### config.mk
export PLATFORM = sky130hd
export DESIGN_NAME = fullxor_sched
export DESIGN_NICKNAME = d
export VERILOG_FILES = /design/src/rtl/fullxor_sched.sv
export SDC_FILE = /design/constraint.sdc
export NUM_CORES = 1
export LEC_CHECK = 0
export CAP_MARGIN = 0
export CORE_AREA = 2 2 294 296
export CTS_CLUSTER_SIZE = 12
export DETAILED_ROUTE_END_ITERATION = 10
export DIE_AREA = 0 0 296 298
export GPL_TIMING_DRIVEN = 0
export HOLD_SLACK_MARGIN = 0.06
export PLACE_DENSITY = 0.48
export RECOVER_POWER = 100
export SYNTH_ARGS = -nofsm -noshare
export SYNTH_HDL_FRONTEND = slang
export SYNTH_SLANG_ARGS = --single-unit
### constraint.sdc
create_clock -name clk_i -period 5.2 [get_ports clk_i]
set_input_delay 1.04 -clock clk_i [delete_from_list [all_inputs] [get_ports clk_i]]
set_output_delay 1.04 -clock clk_i [all_outputs]
set_load 0.05 [all_outputs]
### src/rtl/fullxor_sched.sv
// Arbitrates masked operands onto a shared full-XOR datapath.
// Gathers fresh randomness per operation and scrubs shares afterwards.
module fullxor_sched #(
    parameter int K_WIDTH   = 32,
    parameter int N_SHARES  = 5,
    parameter int RANDNUM   = 5,
    parameter int N_REQ     = 2,
    parameter int TIMEOUT   = 7,
    parameter int MASKWIDTH = K_WIDTH * N_SHARES,
    parameter int ID_W      = (N_REQ > 1) ? $clog2(N_REQ) : 1
) (
    input  logic                         clk_i,
    input  logic                         rst_i,
    input  logic [N_REQ-1:0]             req_vld_i,
    output logic [N_REQ-1:0]             req_rdy_o,
    input  logic [N_REQ*MASKWIDTH-1:0]   req_x_i,
    input  logic                         rnd_vld_i,
    output logic                         rnd_rdy_o,
    input  logic [K_WIDTH-1:0]           rnd_i,
    output logic                         dp_dvld_o,
    output logic                         dp_ena_o,
    output logic [MASKWIDTH-1:0]         dp_x_o,
    output logic [K_WIDTH*RANDNUM-1:0]   dp_rnd_o,
    input  logic [K_WIDTH-1:0]           dp_z_i,
    input  logic                         dp_ovld_i,
    output logic                         rsp_vld_o,
    input  logic                         rsp_rdy_i,
    output logic [K_WIDTH-1:0]           rsp_z_o,
    output logic [ID_W-1:0]              rsp_id_o,
    output logic                         busy_o,
    output logic                         err_o
);

    localparam int CNT_MAX = (RANDNUM > TIMEOUT) ? RANDNUM : TIMEOUT;
    localparam int CNT_W   = $clog2(CNT_MAX + 1);
    localparam int RNDW    = K_WIDTH * RANDNUM;

    typedef enum logic [2:0] {
        S_IDLE,
        S_GATHER,
        S_ISSUE,
        S_WAIT,
        S_RESP
    } state_t;

    state_t               state;
    state_t               state_nxt;
    logic [ID_W-1:0]      ptr;
    logic [ID_W-1:0]      id_buf;
    logic [ID_W-1:0]      gnt_id;
    logic                 gnt_vld;
    logic [CNT_W-1:0]     cnt;
    logic [MASKWIDTH-1:0] x_buf;
    logic [RNDW-1:0]      rnd_buf;
    logic [K_WIDTH-1:0]   rsp_z;
    logic                 err;
    logic                 last_rnd;
    logic                 timed_out;

    function automatic logic [ID_W-1:0] wrap(input int v);
        return ID_W'(v % N_REQ);
    endfunction

    // Lowest offset from ptr wins, so scan downwards and let it overwrite.
    always_comb begin
        gnt_vld = 1'b0;
        gnt_id  = '0;
        for (int k = N_REQ - 1; k >= 0; k--) begin
            if (req_vld_i[wrap(int'(ptr) + k)]) begin
                gnt_vld = 1'b1;
                gnt_id  = wrap(int'(ptr) + k);
            end
        end
    end

    assign last_rnd  = (cnt == CNT_W'(RANDNUM - 1));
    assign timed_out = (cnt == CNT_W'(TIMEOUT - 1));

    always_comb begin
        state_nxt = state;
        req_rdy_o = '0;
        rnd_rdy_o = 1'b0;
        dp_dvld_o = 1'b0;
        dp_ena_o  = 1'b0;
        rsp_vld_o = 1'b0;
        unique case (state)
            S_IDLE: begin
                if (gnt_vld) begin
                    req_rdy_o[gnt_id] = 1'b1;
                    state_nxt         = S_GATHER;
                end
            end
            S_GATHER: begin
                rnd_rdy_o = 1'b1;
                if (rnd_vld_i && last_rnd) state_nxt = S_ISSUE;
            end
            S_ISSUE: begin
                dp_dvld_o = 1'b1;
                dp_ena_o  = 1'b1;
                state_nxt = S_WAIT;
            end
            S_WAIT: begin
                dp_ena_o = 1'b1;
                if (dp_ovld_i)      state_nxt = S_RESP;
                else if (timed_out) state_nxt = S_IDLE;
            end
            S_RESP: begin
                rsp_vld_o = 1'b1;
                if (rsp_rdy_i) state_nxt = S_IDLE;
            end
            default: state_nxt = S_IDLE;
        endcase
    end

    always_ff @(posedge clk_i) begin
        if (rst_i) begin
            state   <= S_IDLE;
            ptr     <= '0;
            cnt     <= '0;
            x_buf   <= '0;
            rnd_buf <= '0;
            id_buf  <= '0;
            rsp_z   <= '0;
            err     <= 1'b0;
        end else begin
            state <= state_nxt;
            unique case (state)
                S_IDLE: begin
                    if (gnt_vld) begin
                        x_buf  <= req_x_i[int'(gnt_id)*MASKWIDTH +: MASKWIDTH];
                        id_buf <= gnt_id;
                        ptr    <= wrap(int'(gnt_id) + 1);
                        cnt    <= '0;
                    end
                end
                S_GATHER: begin
                    if (rnd_vld_i) begin
                        rnd_buf[int'(cnt)*K_WIDTH +: K_WIDTH] <= rnd_i;
                        cnt <= cnt + CNT_W'(1);
                    end
                end
                S_ISSUE: cnt <= '0;
                S_WAIT: begin
                    // Either exit wipes shares and mask material.
                    if (dp_ovld_i || timed_out) begin
                        x_buf   <= '0;
                        rnd_buf <= '0;
                        cnt     <= '0;
                        if (dp_ovld_i) rsp_z <= dp_z_i;
                        else           err   <= 1'b1;
                    end else begin
                        cnt <= cnt + CNT_W'(1);
                    end
                end
                default: ;
            endcase
        end
    end

    assign dp_x_o   = x_buf;
    assign dp_rnd_o = rnd_buf;
    assign rsp_z_o  = rsp_z;
    assign rsp_id_o = id_buf;
    assign busy_o   = (state != S_IDLE);
    assign err_o    = err;

endmodule

* Word-level counts from Yosys, hierarchy flattened *
Index checks and enable logic that the tools add are counted.

word-level totals
  output and inout bits = 361
  bits in latches = 0
  memories = 0
  memory bits (read-only) = 0
  bits in registers = 361
  input bits = 391
  logic and storage cells = 81
  memory bits (writable) = 0

cells by class
  divide/modulo/power cells = 0
  shifts and indexed selects = 3
  muxes and demuxes = 32
  magnitude comparators = 4
  bitwise operators = 1
  multipliers = 1
  reduce and logical (&&, ||, !) cells = 16
  add/sub/neg operators = 4
  equality and inequality tests = 12

operators with widths
  cell                                                     number
  one-hot mux 160 bit (2 select lines)                     2
  two-way mux 160 bit                                      3
  indexed part select 320 x 10 -> 160 bit                  1
  bitwise mux 160 bit                                      1
  variable shift 32 x 33 -> 160 bit, first input constant  1
  indexed part select 32 x 33 -> 160 bit                   1
  negator 8 -> 33 bit                                      1
  two-way mux 3 bit                                        8
  one-hot mux 3 bit (5 select lines)                       1
  AND reduction 3 bit                                      5
  two-way mux 1 bit                                        13
  one-hot mux 3 bit (4 select lines)                       1
  inequality test 2 bit, second input constant             5
  == test 3 bit, second input constant                     3
  == test 3 x 2 -> 1 bit, second input constant            2
  < comparator 1 x 2 -> 1 bit, second input constant       3
  multiplier 1 x 3 -> 4 bit, second input constant         1
  two-way mux 2 bit                                        2
  AND reduction 4 bit                                      1
  nonzero test 2 bit                                       2
  nonzero test 4 bit                                       1
  adder 3 x 1 -> 3 bit, second input constant              1
  == test 3 x 1 -> 1 bit, second input constant            1
  logical NOT 3 bit                                        1
  10 further kinds                                         12

* Depth between registers and ports, before layout *
  depth in word-level cells = 11
  gate-level depth with buffers = 8

* Worst setup path before layout *
Ideal clock, no wire load.

  path type = input-to-output
  start point = input port req_vld_i[1]
  end point = output port req_rdy_o[0]
  setup slack = 1462 ps
  path buffers = 3
  cell stages on the path = 5
  required time = 4160 ps
  arrival time = 2698 ps
  cells stage by stage = clkbuf_1 clkbuf_1 clkbuf_1 o21ai_0 a21oi_1

between the ends
  word-level cells in the longest chain between the ends = 10
  elaborated cells on any way between the ends = 15

RTL lines
  item                                                                                                           line  RTL
  start, declared                                                                                                14    input logic [N_REQ-1:0] req_vld_i,
  two-way mux 1 bit (not written as such) (2 in a row)                                                           69    if (req_vld_i[wrap(int'(ptr) + k)]) begin
  two-way mux 1 bit (2 in a row)                                                                                 69
  < comparator 1 x 2 -> 1 bit (not written as such) / greater-or-equal comparator 1 bit (equally long branches)  89    req_rdy_o[gnt_id] = 1'b1;
  logical AND 1 bit (not written as such)                                                                        89
  two-way mux 1 bit (not written as such)                                                                        89
  demux 1 bit (select 1 bit)                                                                                     89
  two-way mux 2 bit (*)                                                                                          88    if (gnt_vld) begin
  two-way mux 2 bit (*)                                                                                          86    unique case (state)
  end, declared                                                                                                  15    output logic [N_REQ-1:0] req_rdy_o,

Every way passes the cells marked *; elsewhere a longest branch is shown, timed or not. The select of a mux whose other input is x is not followed.

* Worst setup path in the final report *
Ends and elaborated chain as after synthesis.

==> report_table.html <==
<table>
<tr><th>Metric</th><th>Value</th></tr>
<tr><th colspan="2">Global routing</th></tr>
<tr><td>Antenna violations before repair</td><td>29</td></tr>
<tr><td>Via count of the first global-routing pass</td><td>17900</td></tr>
<tr><td>Overflow left after global routing</td><td>0</td></tr>
<tr><td>Maximum number of pins on one net before global-route repair</td><td>20</td></tr>
<tr><td>Aggregate global-route resource usage</td><td>20.2%</td></tr>
<tr><td>Wire length of the first global-routing pass</td><td>between 100000 and 150000 um</td></tr>
<tr><th colspan="2">Place</th></tr>
<tr><td>HPWL reported at the end of detailed placement</td><td>73900 um</td></tr>
<tr><td>Routability Congestion</td><td>0.897</td></tr>
<tr><td>Worst Setup Slack post-DPL</td><td>-1280 ps</td></tr>
<tr><td>Total placed cells including tap cells</td><td>3820</td></tr>
<tr><td>Number of buffers added on ports</td><td>between 700 and 800</td></tr>
<tr><th colspan="2">Clocking</th></tr>
<tr><td>Deepest clock path buffer count</td><td>3</td></tr>
<tr><td>Clock tree root buffer cell</td><td>sky130_fd_sc_hd__clkbuf_16</td></tr>
<tr><td>Setup fix buffers added after clock tree synthesis</td><td>0</td></tr>
<tr><td>TritonCTS clock tree</td><td>yes</td></tr>
<tr><td>Clock network latency to the later pin of the worst-skew pair</td><td>600 ps</td></tr>
<tr><td>Post-cts hold buffer count</td><td>0</td></tr>
<tr><td>Register clock-pin slew on the reported worst setup and hold paths</td><td>50 ps</td></tr>
<tr><td>Number of levels the H-tree was split into</td><td>2</td></tr>
<tr><td>Total clock buffers created by CTS</td><td>48</td></tr>
<tr><td>Number of sinks handled by clock tree synthesis</td><td>361</td></tr>
<tr><th colspan="2">Die</th></tr>
<tr><td>Die boundary width</td><td>roughly 300 um</td></tr>
<tr><td>Die Span Y</td><td>298 um</td></tr>
<tr><td>Number of standard-cell rows in the floorplan</td><td>about 110</td></tr>
<tr><td>Starting Density</td><td>18.5%</td></tr>
<tr><td>Placeable core region</td><td>0.0849 mm2</td></tr>
<tr><td>Area of the die</td><td>0.0882 mm2</td></tr>
<tr><td>IO Count</td><td>752</td></tr>
<tr><th colspan="2">Layout</th></tr>
<tr><td>Total area of multi-input combinational cells</td><td>approximately 0.0076 mm2</td></tr>
<tr><td>Non-Filler Instances</td><td>3914</td></tr>
<tr><td>Leading cell type in the layout, fill and taps excluded</td><td>sky130_fd_sc_hd__clkdlybuf4s50_1</td></tr>
<tr><td>Reg area</td><td>between 0.007 and 0.008 mm2</td></tr>
<tr><td>FILL cells</td><td>9242</td></tr>
<tr><td>Number of nets in the layout</td><td>3125</td></tr>
<tr><td>Commonest cells after routing, fill and taps aside</td><td>389 x sky130_fd_sc_hd__clkdlybuf4s50_1, 361 x sky130_fd_sc_hd__dfxtp_1, 361 x sky130_fd_sc_hd__dlygate4sd3_1</td></tr>
<tr><td>Fraction of layout cells with a size suffix above 1</td><td>4.67%</td></tr>
<tr><td>Area growth syn-to-layout</td><td>67.1%</td></tr>
<tr><th colspan="2">Logic synthesis</th></tr>
<tr><td>Portion of netlist area occupied by mux cells</td><td>0.0636%</td></tr>
<tr><td>Share of synthesized registers carrying an async set or reset</td><td>0%</td></tr>
<tr><td>Post-Syn Nets</td><td>roughly 2300</td></tr>
<tr><td>Synth Area in Adders</td><td>0.636%</td></tr>
<tr><td>Complex-gate fraction of the synthesized area</td><td>29.8%</td></tr>
<tr><td>Largest family of logic cells by synthesized area</td><td>compound AO/OA/AOI/OAI gates</td></tr>
<tr><td>Count of state elements after synthesis</td><td>361</td></tr>
<tr><td>EDFF count, synth</td><td>0</td></tr>
<tr><td>Post-synth top flop</td><td>sky130_fd_sc_hd__dfxtp_1</td></tr>
<tr><td>Post-synthesis xor/xnor area fraction</td><td>0%</td></tr>
<tr><td>Yosys warning count</td><td>0</td></tr>
<tr><td>Share of synthesized cell area in and, or, nand and nor gates</td><td>a little under a fifth</td></tr>
<tr><td>Portion of the post-synthesis area used by sequential elements</td><td>45.9%</td></tr>
<tr><td>Summed instance area of the synthesized netlist</td><td>0.0157 mm2</td></tr>
<tr><td>Post-synthesis area per instance</td><td>slightly above 8 um2</td></tr>
<tr><td>Synthesized netlist cell count</td><td>around 1900</td></tr>
<tr><td>Synth cell types</td><td>41</td></tr>
<tr><th colspan="2">Timing</th></tr>
<tr><td>Actual slew at the worst max-slew pin</td><td>1540 ps</td></tr>
<tr><td>Clock period minus worst slack</td><td>5000 ps</td></tr>
<tr><td>Relative slew slack</td><td>-3.47%</td></tr>
<tr><td>Peak clock frequency supported by timing</td><td>0.200 GHz</td></tr>
<tr><td>Skew final</td><td>between 20 and 25 ps</td></tr>
<tr><td>Worst Setup Slack, final</td><td>about 200 ps</td></tr>
<tr><td>Final hold viol count</td><td>0</td></tr>
<tr><td>RSZ-0062 raised after global routing</td><td>no</td></tr>
<tr><td>Count of final setup violators</td><td>0</td></tr>
<tr><td>Post-route clock period utilization</td><td>between 90% and 100%</td></tr>
<tr><td>Final-layout worst hold slack</td><td>445 ps</td></tr>
<tr><td>Max-slew violations</td><td>6</td></tr>
<tr><th colspan="2">Power and ir drop</th></tr>
<tr><td>Sequential fraction of design power</td><td>34.7%</td></tr>
<tr><td>Clock Power Share</td><td>40.5%</td></tr>
<tr><td>Comb pwr share</td><td>24.7%</td></tr>
<tr><td>Net Sw Frac</td><td>33.6%</td></tr>
<tr><td>Peak supply drop</td><td>0.203 mV</td></tr>
<tr><td>Cell internal power dissipation</td><td>5.72 mW</td></tr>
<tr><td>Cell area power density</td><td>approximately 330 mW/mm2</td></tr>
<tr><td>Leakage power of the design</td><td>roughly 10 nW</td></tr>
<tr><td>Net load switching power</td><td>2.90 mW</td></tr>
<tr><th colspan="2">Routing</th></tr>
<tr><td>Total wire length</td><td>93600 um</td></tr>
<tr><td>Antenna Nets Post-Route</td><td>0</td></tr>
<tr><td>Remaining routing DRC violations</td><td>0</td></tr>
<tr><td>Routed WL per cell</td><td>23.9 um</td></tr>
<tr><td>Via count normalized by instance count</td><td>4.57</td></tr>
<tr><td>Count of vias placed by the detailed router</td><td>17900</td></tr>
<tr><td>Initial DRC count</td><td>916</td></tr>
<tr><td>Router iterations before antenna repair</td><td>5</td></tr>
<tr><th colspan="2">Critical path</th></tr>
<tr><td>Crit path required time</td><td>about 4200 ps</td></tr>
<tr><td>Worst Setup End Kind</td><td>primary output</td></tr>
<tr><td>Critical Setup Path Class</td><td>primary input to primary output</td></tr>
<tr><td>Launching instance or port of the critical path</td><td>req_vld_i[1]</td></tr>
<tr><td>Element type at the critical path start</td><td>primary input</td></tr>
<tr><td>Slowest library cell on the worst path</td><td>sky130_fd_sc_hd__clkdlybuf4s50_1</td></tr>
<tr><td>Worst R2R End</td><td>dp_x_o[23]$_SDFFE_PP0P_</td></tr>
<tr><td>Origin of the critical flop-to-flop path</td><td>cnt[0]$_SDFFE_PP0P_</td></tr>
<tr><td>Data arrival, critical path</td><td>3960 ps</td></tr>
<tr><td>Ordered cell list for the critical path</td><td>clkdlybuf4s50_1 -&gt; clkbuf_2 -&gt; clkbuf_1 -&gt; clkbuf_1 -&gt; a21oi_1 -&gt; clkdlybuf4s50_1</td></tr>
<tr><td>Number of cells on the worst reg-to-reg path</td><td>8</td></tr>
<tr><td>Maximum fanout encountered on the critical timing path</td><td>10</td></tr>
<tr><td>FF-to-FF setup slack</td><td>roughly 1200 ps</td></tr>
<tr><td>Worst path max stage delay</td><td>800 ps</td></tr>
<tr><th colspan="2">Worst hold path</th></tr>
<tr><td>WHS Path Cells</td><td>2</td></tr>
<tr><td>Hold wc startpoint</td><td>dp_x_o[76]$_SDFFE_PP0P_</td></tr>
<tr><td>Hold endpoint</td><td>dp_x_o[76]$_SDFFE_PP0P_</td></tr>
<tr><td>Worst hold-check path type</td><td>flip-flop to flip-flop</td></tr>
<tr><th colspan="2">Run</th></tr>
<tr><td>Maximum capacitance violations</td><td>1</td></tr>
<tr><th colspan="2">Outcome</th></tr>
<tr><td>Failing checks</td><td>capacitance limit, slew limit</td></tr>
<tr><td>Result of the run</td><td>finished with violations</td></tr>
</table>
==> critical path: cells and delay by family <==
family | cells | cell delay (ps)
AO/OA/AOI/OAI | 1 | 120
buffers and inverters | 5 | 2790
==> per-layer routing <==
metal / routed length [um] / global-route usage, % / vias up
met3: 9180 / 7.43 / 144
met5: 168 / 0 / -
met4: 1930 / 4.74 / 28
met2: 45500 / 35.3 / 667
met1: 36800 / 23.3 / 8472
li1: - / - / 8565
==> Yosys cell counts (3+ instances only) <==
cell type,n,area (um2)
sky130_fd_sc_hd__dfxtp_1,361,7230
sky130_fd_sc_hd__a21oi_1,299,1500
sky130_fd_sc_hd__o21ai_0,258,1290
sky130_fd_sc_hd__nand2_1,230,863
sky130_fd_sc_hd__clkbuf_1,181,679
sky130_fd_sc_hd__a21boi_0,160,1200
sky130_fd_sc_hd__and3_1,160,1000
sky130_fd_sc_hd__nand4_1,99,619
sky130_fd_sc_hd__a22o_1,33,289
sky130_fd_sc_hd__a22o_2,29,290
sky130_fd_sc_hd__buf_2,15,75.1
sky130_fd_sc_hd__nor2_1,13,48.8
sky130_fd_sc_hd__nor3_1,11,55.1
sky130_fd_sc_hd__buf_1,10,37.5
sky130_fd_sc_hd__ha_1,8,100
sky130_fd_sc_hd__inv_1,8,30.0
sky130_fd_sc_hd__nand3_1,6,30.0
sky130_fd_sc_hd__a21o_1,4,30.0
sky130_fd_sc_hd__a2bb2oi_1,4,35.0
sky130_fd_sc_hd__nand2b_1,4,25.0
sky130_fd_sc_hd__o22ai_1,4,25.0
sky130_fd_sc_hd__buf_6,3,33.8
sky130_fd_sc_hd__nand4b_1,3,26.3
sky130_fd_sc_hd__nor4_4,3,63.8
==> cells by family after synthesis <==
| kind of cell | Yosys count |
|---|---|
| AO/OA/AOI/OAI | 794 |
| adder cells (fa/ha/maj) | 8 |
| buffers and inverters | 219 |
| flip-flops | 361 |
| multiplexers | 1 |
| AND/OR/NAND/NOR | 542 |
==> layout make-up <==
class | instances | share of cell area, %
multi-input combinational | 1345 | 28.9
timing repair buffer | 752 | 28.6
sequential | 361 | 27.5
tap | 1144 | 5.45
clock buffer | 68 | 5.43
buffer | 209 | 3.04
clock inverter | 18 | 0.885
inverter | 9 | 0.129
antenna | 8 | 0.0762
==> repair_timing <==
item	CTS	global route
setup endpoints to repair	2	2
pin swaps	0	0
resized for setup	5	3
==> how the worst max path moves through the flow <==
stage | end | cells past startpoint | slack (ps)
after floorplan | req_rdy_o[0] | 5 | 1460
after global placement | req_rdy_o[0] | 7 | -1340
after detailed placement | req_rdy_o[0] | 7 | -1280
after CTS | req_rdy_o[0] | 6 | 20
after global routing | req_rdy_o[0] | 7 | 10
final | req_rdy_o[0] | 6 | 200
==> per-stage QoR <==
step | setup TNS, ps | instance area (um2) | power [mW] | utilization (%)
after detailed placement | -2200 | 24700 | 5.26 | 29.1
final | 0 | 26300 | 8.62 | 31.0
after global placement | -2230 | 24700 | 5.27 | 29.1
after floorplan | 0 | 15700 | 4.19 | -
after CTS | 0 | 26300 | 8.81 | 31.0
after global routing | 0 | 26300 | 8.97 | 31.0
==> flip-flops by register name, indices dropped and copies added (netlist names) <==
| signal | count |
|---|---|
| dp_rnd_o | 160 |
| dp_x_o | 160 |
| rsp_z_o | 32 |
| cnt | 3 |
| state | 3 |
| err_o | 1 |
| ptr | 1 |
| rsp_id_o | 1 |
==> power groups by stage <==
stage | Clock, mW | Combinational, mW | Sequential [mW]
detailed placement | 0 | 2.20 | 3.06
global route | 3.69 | 2.27 | 3.01
CTS | 3.59 | 2.21 | 3.00
floorplan | 0 | 0.644 | 3.55
finish | 3.50 | 2.13 | 2.99
global placement | 0 | 2.22 | 3.06
(Power assumes the default switching activity.)
